--- src/rtl/neuron_pkg.sv ---
// Shared constants and types for the neuron front-end and its neighbours.
package neuron_pkg;

    localparam int PIX_W    = 10;  // unsigned pixel width
    localparam int WGT_W    = 19;  // weight width, used by the neuron/weight logic
    localparam int OUT_W    = 26;  // two's-complement dot-product width
    localparam int N_PIX    = 32;  // pixels per evaluation
    localparam int IV_HOLD  = 10;  // cycles Input_valid is held per evaluation
    localparam int WAIT_MAX = 64;  // cycles to wait for an Output_valid rising edge

    typedef enum logic [1:0] {
        LOAD   = 2'd0,
        FIRE   = 2'd1,
        WAIT   = 2'd2,
        RESULT = 2'd3
    } state_e;

endpackage

--- src/rtl/neuron_driver_if.sv ---
// Pixel stream in and result stream out of the neuron driver.
// The slave view is the driver itself; the master view is its environment.
interface neuron_driver_if
    import neuron_pkg::*;
#(
    parameter int PIX_W = neuron_pkg::PIX_W,
    parameter int OUT_W = neuron_pkg::OUT_W
);

    logic [PIX_W-1:0] pix_in;
    logic             pix_in_valid;
    logic             pix_in_ready;
    logic [OUT_W-1:0] res_out;
    logic             res_valid;
    logic             res_ready;

    modport master (
        output pix_in, pix_in_valid, res_ready,
        input  pix_in_ready, res_out, res_valid
    );

    modport slave (
        input  pix_in, pix_in_valid, res_ready,
        output pix_in_ready, res_out, res_valid
    );

endinterface

--- src/rtl/neuron_pix_buffer.sv ---
// N x W pixel register file: one indexed write per cycle, whole contents
// exposed as a flat read bus (slot k at bits [W*k +: W]).
module neuron_pix_buffer
    import neuron_pkg::*;
#(
    parameter  int N     = N_PIX,
    parameter  int W     = PIX_W,
    localparam int IDX_W = $clog2(N)
) (
    input  logic             clk,
    input  logic             GlobalReset,
    input  logic             we_i,
    input  logic [IDX_W-1:0] idx_i,
    input  logic [W-1:0]     data_i,
    output logic [N*W-1:0]   rd_bus_o
);

    logic [N*W-1:0] mem_q;

    // Store the accepted pixel into its slot; whole buffer clears on reset.
    // NOTE: this storage is reset on purpose because the neuron sees it
    // directly and a known all-zero bus is required after reset; plain RAM
    // arrays without that need should be left unreset.
    always_ff @(posedge clk) begin
        if (GlobalReset) begin
            mem_q <= '0;
        end else if (we_i) begin
            mem_q[idx_i*W +: W] <= data_i;
        end
    end

    assign rd_bus_o = mem_q;

endmodule

--- src/rtl/neuron_driver.sv ---
// Front-end sequencer for one neuron: gathers a serial pixel stream into a
// parallel bus, pulses Input_valid for a fixed window, captures Out on the
// Output_valid rising edge and hands the result downstream via valid/ready.
module neuron_driver
    import neuron_pkg::*;
#(
    parameter int N_PIX    = neuron_pkg::N_PIX,
    parameter int PIX_W    = neuron_pkg::PIX_W,
    parameter int OUT_W    = neuron_pkg::OUT_W,
    parameter int IV_HOLD  = neuron_pkg::IV_HOLD,
    parameter int WAIT_MAX = neuron_pkg::WAIT_MAX
) (
    input  logic                   clk,
    input  logic                   GlobalReset,
    neuron_driver_if.slave         bus,
    output logic [N_PIX*PIX_W-1:0] nrn_pix,
    output logic                   nrn_input_valid,
    input  logic [OUT_W-1:0]       nrn_out,
    input  logic                   nrn_output_valid,
    output logic                   timeout
);

    localparam int IDX_W  = $clog2(N_PIX);
    localparam int HOLD_W = $clog2(IV_HOLD + 1);
    localparam int WAIT_W = $clog2(WAIT_MAX + 1);

    localparam logic [IDX_W-1:0]  LAST_IDX  = IDX_W'(N_PIX - 1);
    localparam logic [HOLD_W-1:0] LAST_HOLD = HOLD_W'(IV_HOLD - 1);
    localparam logic [WAIT_W-1:0] LAST_WAIT = WAIT_W'(WAIT_MAX - 1);

    state_e            state_q;
    logic [IDX_W-1:0]  idx_q;
    logic [HOLD_W-1:0] hold_q;
    logic [WAIT_W-1:0] wait_q;
    logic              ready_q;
    logic              iv_q;
    logic              res_valid_q;
    logic [OUT_W-1:0]  res_q;
    logic              timeout_q;
    logic              ov_q;
    logic              accept;
    logic              ov_rise;

    // ready_q is high exactly while in LOAD, so it doubles as the state gate.
    assign accept  = ready_q && bus.pix_in_valid;
    // A level left high from an earlier run never counts; only a fresh rise does.
    assign ov_rise = nrn_output_valid && !ov_q;

    neuron_pix_buffer #(
        .N (N_PIX),
        .W (PIX_W)
    ) u_buf (
        .clk         (clk),
        .GlobalReset (GlobalReset),
        .we_i        (accept),
        .idx_i       (idx_q),
        .data_i      (bus.pix_in),
        .rd_bus_o    (nrn_pix)
    );

    // Delay Output_valid by one cycle in every state for rising-edge detection.
    // NOTE: sequential state is always written with <= so every flop samples
    // the pre-edge values of the others, independent of statement order.
    always_ff @(posedge clk) begin
        if (GlobalReset) begin
            ov_q <= 1'b0;
        end else begin
            ov_q <= nrn_output_valid;
        end
    end

    // Sequencer: LOAD -> FIRE -> WAIT -> RESULT (or back to LOAD on timeout),
    // with every externally visible control bit registered here.
    always_ff @(posedge clk) begin
        if (GlobalReset) begin
            state_q     <= LOAD;
            idx_q       <= '0;
            hold_q      <= '0;
            wait_q      <= '0;
            ready_q     <= 1'b1;
            iv_q        <= 1'b0;
            res_valid_q <= 1'b0;
            res_q       <= '0;
            timeout_q   <= 1'b0;
        end else begin
            case (state_q)
                LOAD: begin
                    if (accept) begin
                        if (idx_q == LAST_IDX) begin
                            idx_q   <= '0;
                            hold_q  <= '0;
                            ready_q <= 1'b0;
                            iv_q    <= 1'b1;
                            state_q <= FIRE;
                        end else begin
                            idx_q <= idx_q + 1'b1;
                        end
                    end
                end
                FIRE: begin
                    if (hold_q == LAST_HOLD) begin
                        iv_q    <= 1'b0;
                        wait_q  <= '0;
                        state_q <= WAIT;
                    end else begin
                        hold_q <= hold_q + 1'b1;
                    end
                end
                WAIT: begin
                    if (ov_rise) begin
                        res_q       <= nrn_out;
                        res_valid_q <= 1'b1;
                        state_q     <= RESULT;
                    end else if (wait_q == LAST_WAIT) begin
                        // The neuron never answered: flag it and drop this run.
                        timeout_q <= 1'b1;
                        ready_q   <= 1'b1;
                        state_q   <= LOAD;
                    end else begin
                        wait_q <= wait_q + 1'b1;
                    end
                end
                RESULT: begin
                    if (bus.res_ready) begin
                        res_valid_q <= 1'b0;
                        ready_q     <= 1'b1;
                        state_q     <= LOAD;
                    end
                end
                default: begin
                    state_q <= LOAD;
                end
            endcase
        end
    end

    assign bus.pix_in_ready = ready_q;
    assign bus.res_valid    = res_valid_q;
    assign bus.res_out      = res_q;
    assign nrn_input_valid  = iv_q;
    assign timeout          = timeout_q;

endmodule

--- src/flat_wrapper.sv ---
// flat-port wrapper written by rule: the top's interface ports become plain ports
module neuron_driver_flat import neuron_pkg::*;
#(
    parameter int N_PIX    = neuron_pkg::N_PIX,
    parameter int PIX_W    = neuron_pkg::PIX_W,
    parameter int OUT_W    = neuron_pkg::OUT_W,
    parameter int IV_HOLD  = neuron_pkg::IV_HOLD,
    parameter int WAIT_MAX = neuron_pkg::WAIT_MAX
)
  (clk, GlobalReset, nrn_pix, nrn_input_valid, nrn_out, nrn_output_valid, timeout, bus_pix_in, bus_pix_in_valid, bus_res_ready, bus_pix_in_ready, bus_res_out, bus_res_valid);
  neuron_driver_if #(.PIX_W(PIX_W), .OUT_W(OUT_W)) bus_i ();
  input  logic clk;
  input  logic GlobalReset;
  output logic [N_PIX*PIX_W-1:0] nrn_pix;
  output logic nrn_input_valid;
  input  logic [OUT_W-1:0] nrn_out;
  input  logic nrn_output_valid;
  output logic timeout;
  input wire logic [$bits(bus_i.pix_in)-1:0] bus_pix_in;
  input wire logic [$bits(bus_i.pix_in_valid)-1:0] bus_pix_in_valid;
  input wire logic [$bits(bus_i.res_ready)-1:0] bus_res_ready;
  output wire logic [$bits(bus_i.pix_in_ready)-1:0] bus_pix_in_ready;
  output wire logic [$bits(bus_i.res_out)-1:0] bus_res_out;
  output wire logic [$bits(bus_i.res_valid)-1:0] bus_res_valid;
  assign bus_i.pix_in = bus_pix_in;
  assign bus_i.pix_in_valid = bus_pix_in_valid;
  assign bus_i.res_ready = bus_res_ready;
  assign bus_pix_in_ready = bus_i.pix_in_ready;
  assign bus_res_out = bus_i.res_out;
  assign bus_res_valid = bus_i.res_valid;
  neuron_driver #(.N_PIX(N_PIX), .PIX_W(PIX_W), .OUT_W(OUT_W), .IV_HOLD(IV_HOLD), .WAIT_MAX(WAIT_MAX)) u_core (.clk(clk), .GlobalReset(GlobalReset), .bus(bus_i), .nrn_pix(nrn_pix), .nrn_input_valid(nrn_input_valid), .nrn_out(nrn_out), .nrn_output_valid(nrn_output_valid), .timeout(timeout));
endmodule
--- config.mk ---
export PLATFORM = sky130hd
export DESIGN_NAME = neuron_driver_flat
export DESIGN_NICKNAME = d
export VERILOG_FILES = /design/src/rtl/neuron_pkg.sv /design/src/rtl/neuron_driver_if.sv /design/src/rtl/neuron_pix_buffer.sv /design/src/rtl/neuron_driver.sv /design/src/flat_wrapper.sv
export SDC_FILE = /design/constraint.sdc
export NUM_CORES = 1
export LEC_CHECK = 0
export BUFFER_PORTS_ARGS = -buffer_cell sky130_fd_sc_hd__buf_2
export CAP_MARGIN = 20
export CELL_PAD_IN_SITES_DETAIL_PLACEMENT = 1
export CELL_PAD_IN_SITES_GLOBAL_PLACEMENT = 1
export CORE_ASPECT_RATIO = 0.9
export CORE_MARGIN = 1
export CORE_UTILIZATION = 36
export CTS_CLUSTER_DIAMETER = 50
export DETAILED_ROUTE_END_ITERATION = 16
export GPL_TIMING_DRIVEN = 0
export PLACE_DENSITY = 0.85
export SYNTH_ARGS = -nofsm -noshare
export SYNTH_HDL_FRONTEND = slang
export SYNTH_SLANG_ARGS = --single-unit
--- constraint.sdc ---
create_clock -name clk -period 4.8 [get_ports clk]
set_clock_uncertainty 0.2 [all_clocks]
set_input_delay 0.96 -clock clk [delete_from_list [all_inputs] [get_ports clk]]
set_output_delay 0.96 -clock clk [all_outputs]
set_load 0.01 [all_outputs]
**Yosys cells after proc, flatten, opt, wreduce, memory -nomap -nowiden**

Cells that the tools add are included.

- Register bits after elaboration: 369
- Latch bits: 0
- Bits in writable memories: 0
- ROM bits: 0
- Logic and storage cells: 82
- Memories: 0

- Add/subtract/negate cells: 4
- Multipliers: 1
- Div/mod/pow operators: 0
- Magnitude comparators: 0
- Equality and inequality tests: 16
- Shift-type cells: 2
- Multiplexer cells: 30
- Bitwise gates (word level): 1
- Reduce and logical (&&, ||, !) cells: 17

Operator list:

| kind | number |
|---|---|
| $bwmux 320 | 1 |
| $shift 10x34->320 const A | 1 |
| $shiftx 10x34->320 | 1 |
| $neg 9->34 | 1 |
| $mux 7 | 3 |
| $pmux 7 s2 | 1 |
| $mux 2 | 6 |
| $mux 4 | 3 |
| $reduce_and 4->1 | 3 |
| $mux 1 | 10 |
| $ne 2x1->1 const B | 5 |
| $mul 5x3->8 const B | 1 |
| $ne 2x2->1 const B | 4 |
| $pmux 2 s4 | 1 |
| $pmux 4 s2 | 1 |
| $add 7x1->7 const B | 1 |
| $eq 7x6->1 const B | 1 |
| $reduce_and 3->1 | 2 |
| $reduce_and 6->1 | 1 |
| $reduce_bool 2->1 | 3 |
| $add 5x1->5 const B | 1 |
| $eq 5x5->1 const B | 1 |
| $mux 5 | 1 |
| $reduce_and 5->1 | 1 |
| 13 further kinds | 17 |

**Longest topological paths before layout**

- Depth in word-level cells: 4
- Gate-level depth with buffers: 18
- Depth with buffers taken out: 14

**Modules after synthesis**

From an unflattened synthesis, not the netlist that was laid out.

- Cells, all modules: 2,015
- Area total of the unflattened synthesis: 17,982.2 sq um

By module, submodules not included:

| module | instances | cells an instance | area an instance (sq um) |
|---|---|---|---|
| neuron_pix_buffer | 1 | 1,753 | 15,785.1 |
| neuron_driver | 1 | 262 | 2,197.1 |

**Worst setup path before layout**

OpenSTA, ideal clock, no wires.

- Path type: reg2reg
- From: register u_core.idx_q[3]
- To: register u_core.u_buf.mem_q[138], in the netlist u_core.u_buf.rd_bus_o[138]
- Setup time: 0.128 ns
- Arrival: 4.226 ns
- Required time: 4.472 ns
- Setup slack: 0.246 ns
- Cell stages (with the launch flop): 19
- Period minus slack after synthesis: 4.554 ns
- Cell sequence: dfxtp_1 > ha_1 > ha_1 > inv_1 > fa_1 > buf_2 > and3_1 > buf_4 > and2_1 > ha_1 > clkbuf_1 > nand2_1 > nor3_1 > mux2i_1 > buf_2 > buf_2 > nor3_1 > mux2i_1 > nor2_1

- Longest elaborated chain between the ends: 4

RTL lines:

| item | line | RTL |
|---|---|---|
| start, declared | neuron_driver.sv:32 | `logic [IDX_W-1:0] idx_q;` |
| start signal, assigned | neuron_driver.sv:96 | `idx_q <= idx_q + 1'b1;` |
| $mul 5x3->8 (*) | neuron_pix_buffer.sv:28 | `mem_q[idx_i*W +: W] <= data_i;` |
| $neg 9->34 (*) | neuron_pix_buffer.sv:28 |  |
| $shiftx 10x34->320 or $shift 10x34->320 (tied branches) | neuron_pix_buffer.sv:28 |  |
| $bwmux 320 (*) | neuron_pix_buffer.sv:28 |  |
| end signal, assigned by index | neuron_pix_buffer.sv:28 |  |
| end, declared | neuron_pix_buffer.sv:18 | `logic [N*W-1:0] mem_q;` |

Every way passes the cells marked *; elsewhere a longest branch is shown, timed or not.
A chain may end at the register's enable or synchronous reset.

**Worst setup path in the final report**

- From: register u_core.idx_q[3]
- To: register u_core.u_buf.mem_q[221], in the netlist u_core.u_buf.rd_bus_o[221]

The elaborated chain is that of the path after synthesis.

==> results_dict.tcl <==
set metrics [dict create \
    synth-edff-count 0 \
    yosysSeqAreaShare 0.446 \
    drc 0 \
    grt_pass1_wl_um 116000 \
    end_kind "flop" \
    die_x_um 228 \
    required_ns 5.03 \
    slowest_delay_ns 0.59 \
    clkLatencyLatePin_ns 0.57 \
    synth_cells 1943 \
    fin_crit_ns 4.76 \
    syn-num-nets 1998 \
    synthDistinctLibCells 83 \
    p_switching_uw 2590 \
    final_core_util 0.465 \
    maxSlewHeadroom 0.0406 \
    pwr-share-seq 0.393 \
    dieArea_um2 46900 \
    wirelength_um 81100 \
    combPwrFrac 0.189 \
    die_h_um 206 \
    syn_to_final_growth_pct 27.3 \
    track_usage 0.333 \
    gp_congestion 0.999 \
    netSwitchingFraction 0.330 \
    status "complete, no violations" \
    async_flop_share 0 \
    grt_pass1_vias 17800 \
    syn_area_um2 16600 \
    timing.hold.ws_ns 0.254 \
    crit_type "reg -> reg" \
    cpMaxStageDelayCell "nand3_1" \
    fin_nets 2439 \
    core_um2 45400 \
    tightest_slew_ns 1.44 \
    cts_tree "done" \
    h-tree-depth 2 \
    dpl.hpwl_um 62300 \
    synth_seq_cells 369 \
    num-fill-cells 5494 \
    io_pins 391 \
    power.density_nw_per_um2 372 \
    cts_inserted_buffers 44 \
    fmax_ghz 0.210 \
    slew_viol_final 0 \
    via_per_inst 5.86 \
    critPathTopFamily "simple AND/OR/NAND/NOR gates" \
    cp.arrival_ns 5.00 \
    clock_path_buffers 3 \
    cp_cell_sequence "ha_1 -> ha_1 -> inv_1 -> fa_2 -> buf_4 -> and3_1 -> buf_6 -> and2_1 -> ha_4 -> inv_1 -> nand3_1 -> nor4_2 -> mux2i_1 -> nor2_1" \
    drtIter0Drc 1644 \
    hold_violations 0 \
    ys.flop_type "dfxtp_1" \
    antenna_left 0 \
    ys_warn_count 0 \
    finalSetupViolCount 0 \
    crit_path_start_kind "flop" \
    cts.clk_slew.worst_paths_ns 0.06 \
    cap_violations 0 \
    num_rows 74 \
    min_path_type "reg -> reg" \
    start_util 0.365 \
    cp_num_buf_inv 4 \
    wl_per_cell_um 26.8 \
    p_int_uw 5260 \
    grt_antenna_before_repair 4 \
    clkPwrFrac 0.418 \
    root_buffer "clkbuf_16" \
    detail_route.first_pass.iterations 5 \
    multi_input_area_um2 8870 \
    post-route-period-util 0.993 \
    leakagePower_uw 0.00882 \
    clock-sinks 369 \
    vias 17700 \
    final_layout_size_suffix_gt1_frac 0.255 \
    grt_max_degree 14 \
    overflow 0 \
    regArea_um2 7390 \
    ir_worst_vdd_uv 277 \
    avgSynthCellArea_um2 8.53 \
    rsz0062_at_grt "yes" \
    cp_max_fo 10 \
    numPortBuffers 390 \
    power_uw 7850 \
]
==> cells by family (layout without fill, tap and decap cells) <==
family	Yosys count	count (layout)	synth area share
flops	369	369	0.446
mux	184	184	0.113
simple gates	873	873	0.251
other cells	0	1	0
xor+xnor	16	16	0.0118
buf+inv	145	619	0.0360
fa+ha+maj	14	14	0.0110
compound gates	342	342	0.131
==> synthesized netlist by cell type (all sizes together) (5+ instances only) <==
cell,count,area share
mux2,8,0.0054
a21oi,108,0.033
and4,8,0.0042
inv,17,0.0039
nand4,23,0.0087
a31oi,5,0.0019
o32ai,5,0.0026
or2,6,0.0023
mux2i,174,0.11
nand3,148,0.046
o21ai,92,0.028
a2bb2oi,6,0.0032
nor2b,22,0.0083
buf,45,0.013
a32oi,6,0.0032
xnor2,6,0.0036
xor2,8,0.0054
and2,8,0.0030
nand2,227,0.052
nand2b,14,0.0053
nor4,20,0.013
dfxtp,369,0.45
ha,13,0.0098
nor3,69,0.023
a211oi,35,0.017
a22oi,8,0.0036
or3,28,0.011
nand3b,6,0.0027
nor2,266,0.061
o22ai,25,0.0094
nor3b,7,0.0032
clkbuf,83,0.019
and3,17,0.0064
==> final timing paths <==
| kind | slack (ns) | depth (start not counted) | from | to |
|---|---|---|---|---|
| setup / recovery | 0.04 | 14 | u_core.idx_q[3] | u_core.u_buf.rd_bus_o[221] |
| hold reg to reg | 0.25 | 2 | u_core.bus.res_out[20] | u_core.bus.res_out[20] |
| setup reg to reg | 0.04 | 14 | u_core.idx_q[3] | u_core.u_buf.rd_bus_o[221] |
| hold / removal | 0.25 | 2 | u_core.bus.res_out[20] | u_core.bus.res_out[20] |
==> flip-flops by register name, summed over array words and instances, names as in the netlist <==
register and cells:
u_core.bus.res_out 26, u_core.u_buf.rd_bus_o 320, u_core.timeout 1, u_core.ov_q 1
u_core.wait_q 7, u_core.bus.pix_in_ready 1, u_core.hold_q 4, u_core.state_q 2
u_core.nrn_input_valid 1, u_core.bus.res_valid 1, u_core.idx_q 5
==> per-layer routing <==
metal	part of all wire	track usage	routed length, um	vias up
li1	-	-	-	7786
met1	0.43	0.440	34900	8865
met2	0.44	0.520	35900	884
met3	0.089	0.0797	7250	181
met4	0.037	0.134	3000	4
met5	0.0013	0	109	-
==> per-stage QoR <==
stage	std cells	TNS, ns	worst slack [ns]	instance area [um^2]
floorplan	1943	0	0.246	16600
global route	3026	-0.156	-0.0628	21100
global placement	2941	-125.15	-0.992	19300
CTS	3021	-0.350	-0.108	21000
detailed placement	2943	-149.24	-1.08	19300
finish	3026	0	0.0358	21100
==> tightest hold or removal path, stage by stage (launching register included) <==
cell     delay [ns]
dfxtp_1        0.30
nand2_1        0.05
a21oi_1        0.05
==> cell usage in the layout, fill, tap and decap left out, types with 8 or more instances in the layout <==
cell type,instances
or3_1,28
nor3_2,25
and4_1,8
nand4_1,23
buf_2,418
clkinv_2,8
nand2b_1,14
dfxtp_1,368
o21ai_0,88
clkbuf_8,8
ha_1,12
nor2_1,260
and2_1,8
nor2b_1,22
nor3_1,41
nor4_2,11
buf_4,14
mux2i_1,173
a211oi_1,33
inv_1,16
nand3_1,144
o22ai_1,25
and3_1,17
nand2_1,224
buf_1,9
a21oi_1,106
clkbuf_1,80
clkbuf_16,44
==> power groups by stage <==
stage / clock network (uW) / registers (uW) / logic [uW]
floorplan: 0 / 3150 / 750
global placement: 0 / 3150 / 1320
detailed placement: 0 / 3150 / 1340
CTS: 3290 / 3080 / 1380
global route: 3410 / 3080 / 1510
finish: 3280 / 3080 / 1490
==> timing repair <==
item / in CTS / in global routing
hold buffers: 0 / 0
resized for setup: 59 / 21
pin swaps: 2 / 2
setup endpoints to repair: 317 / 203
setup buffers: 1 / 5
==> cell type report <==
class	count	share of cell area
clock inverter	20	0.00825
clock buffer	59	0.0587
multi-input combinational	1429	0.421
buffer	125	0.0266
antenna	1	0.000119
inverter	17	0.00321
timing repair buffer	398	0.0956
sequential	369	0.351
tap	608	0.0361
Note: power is estimated with default switching activity, not from simulation.
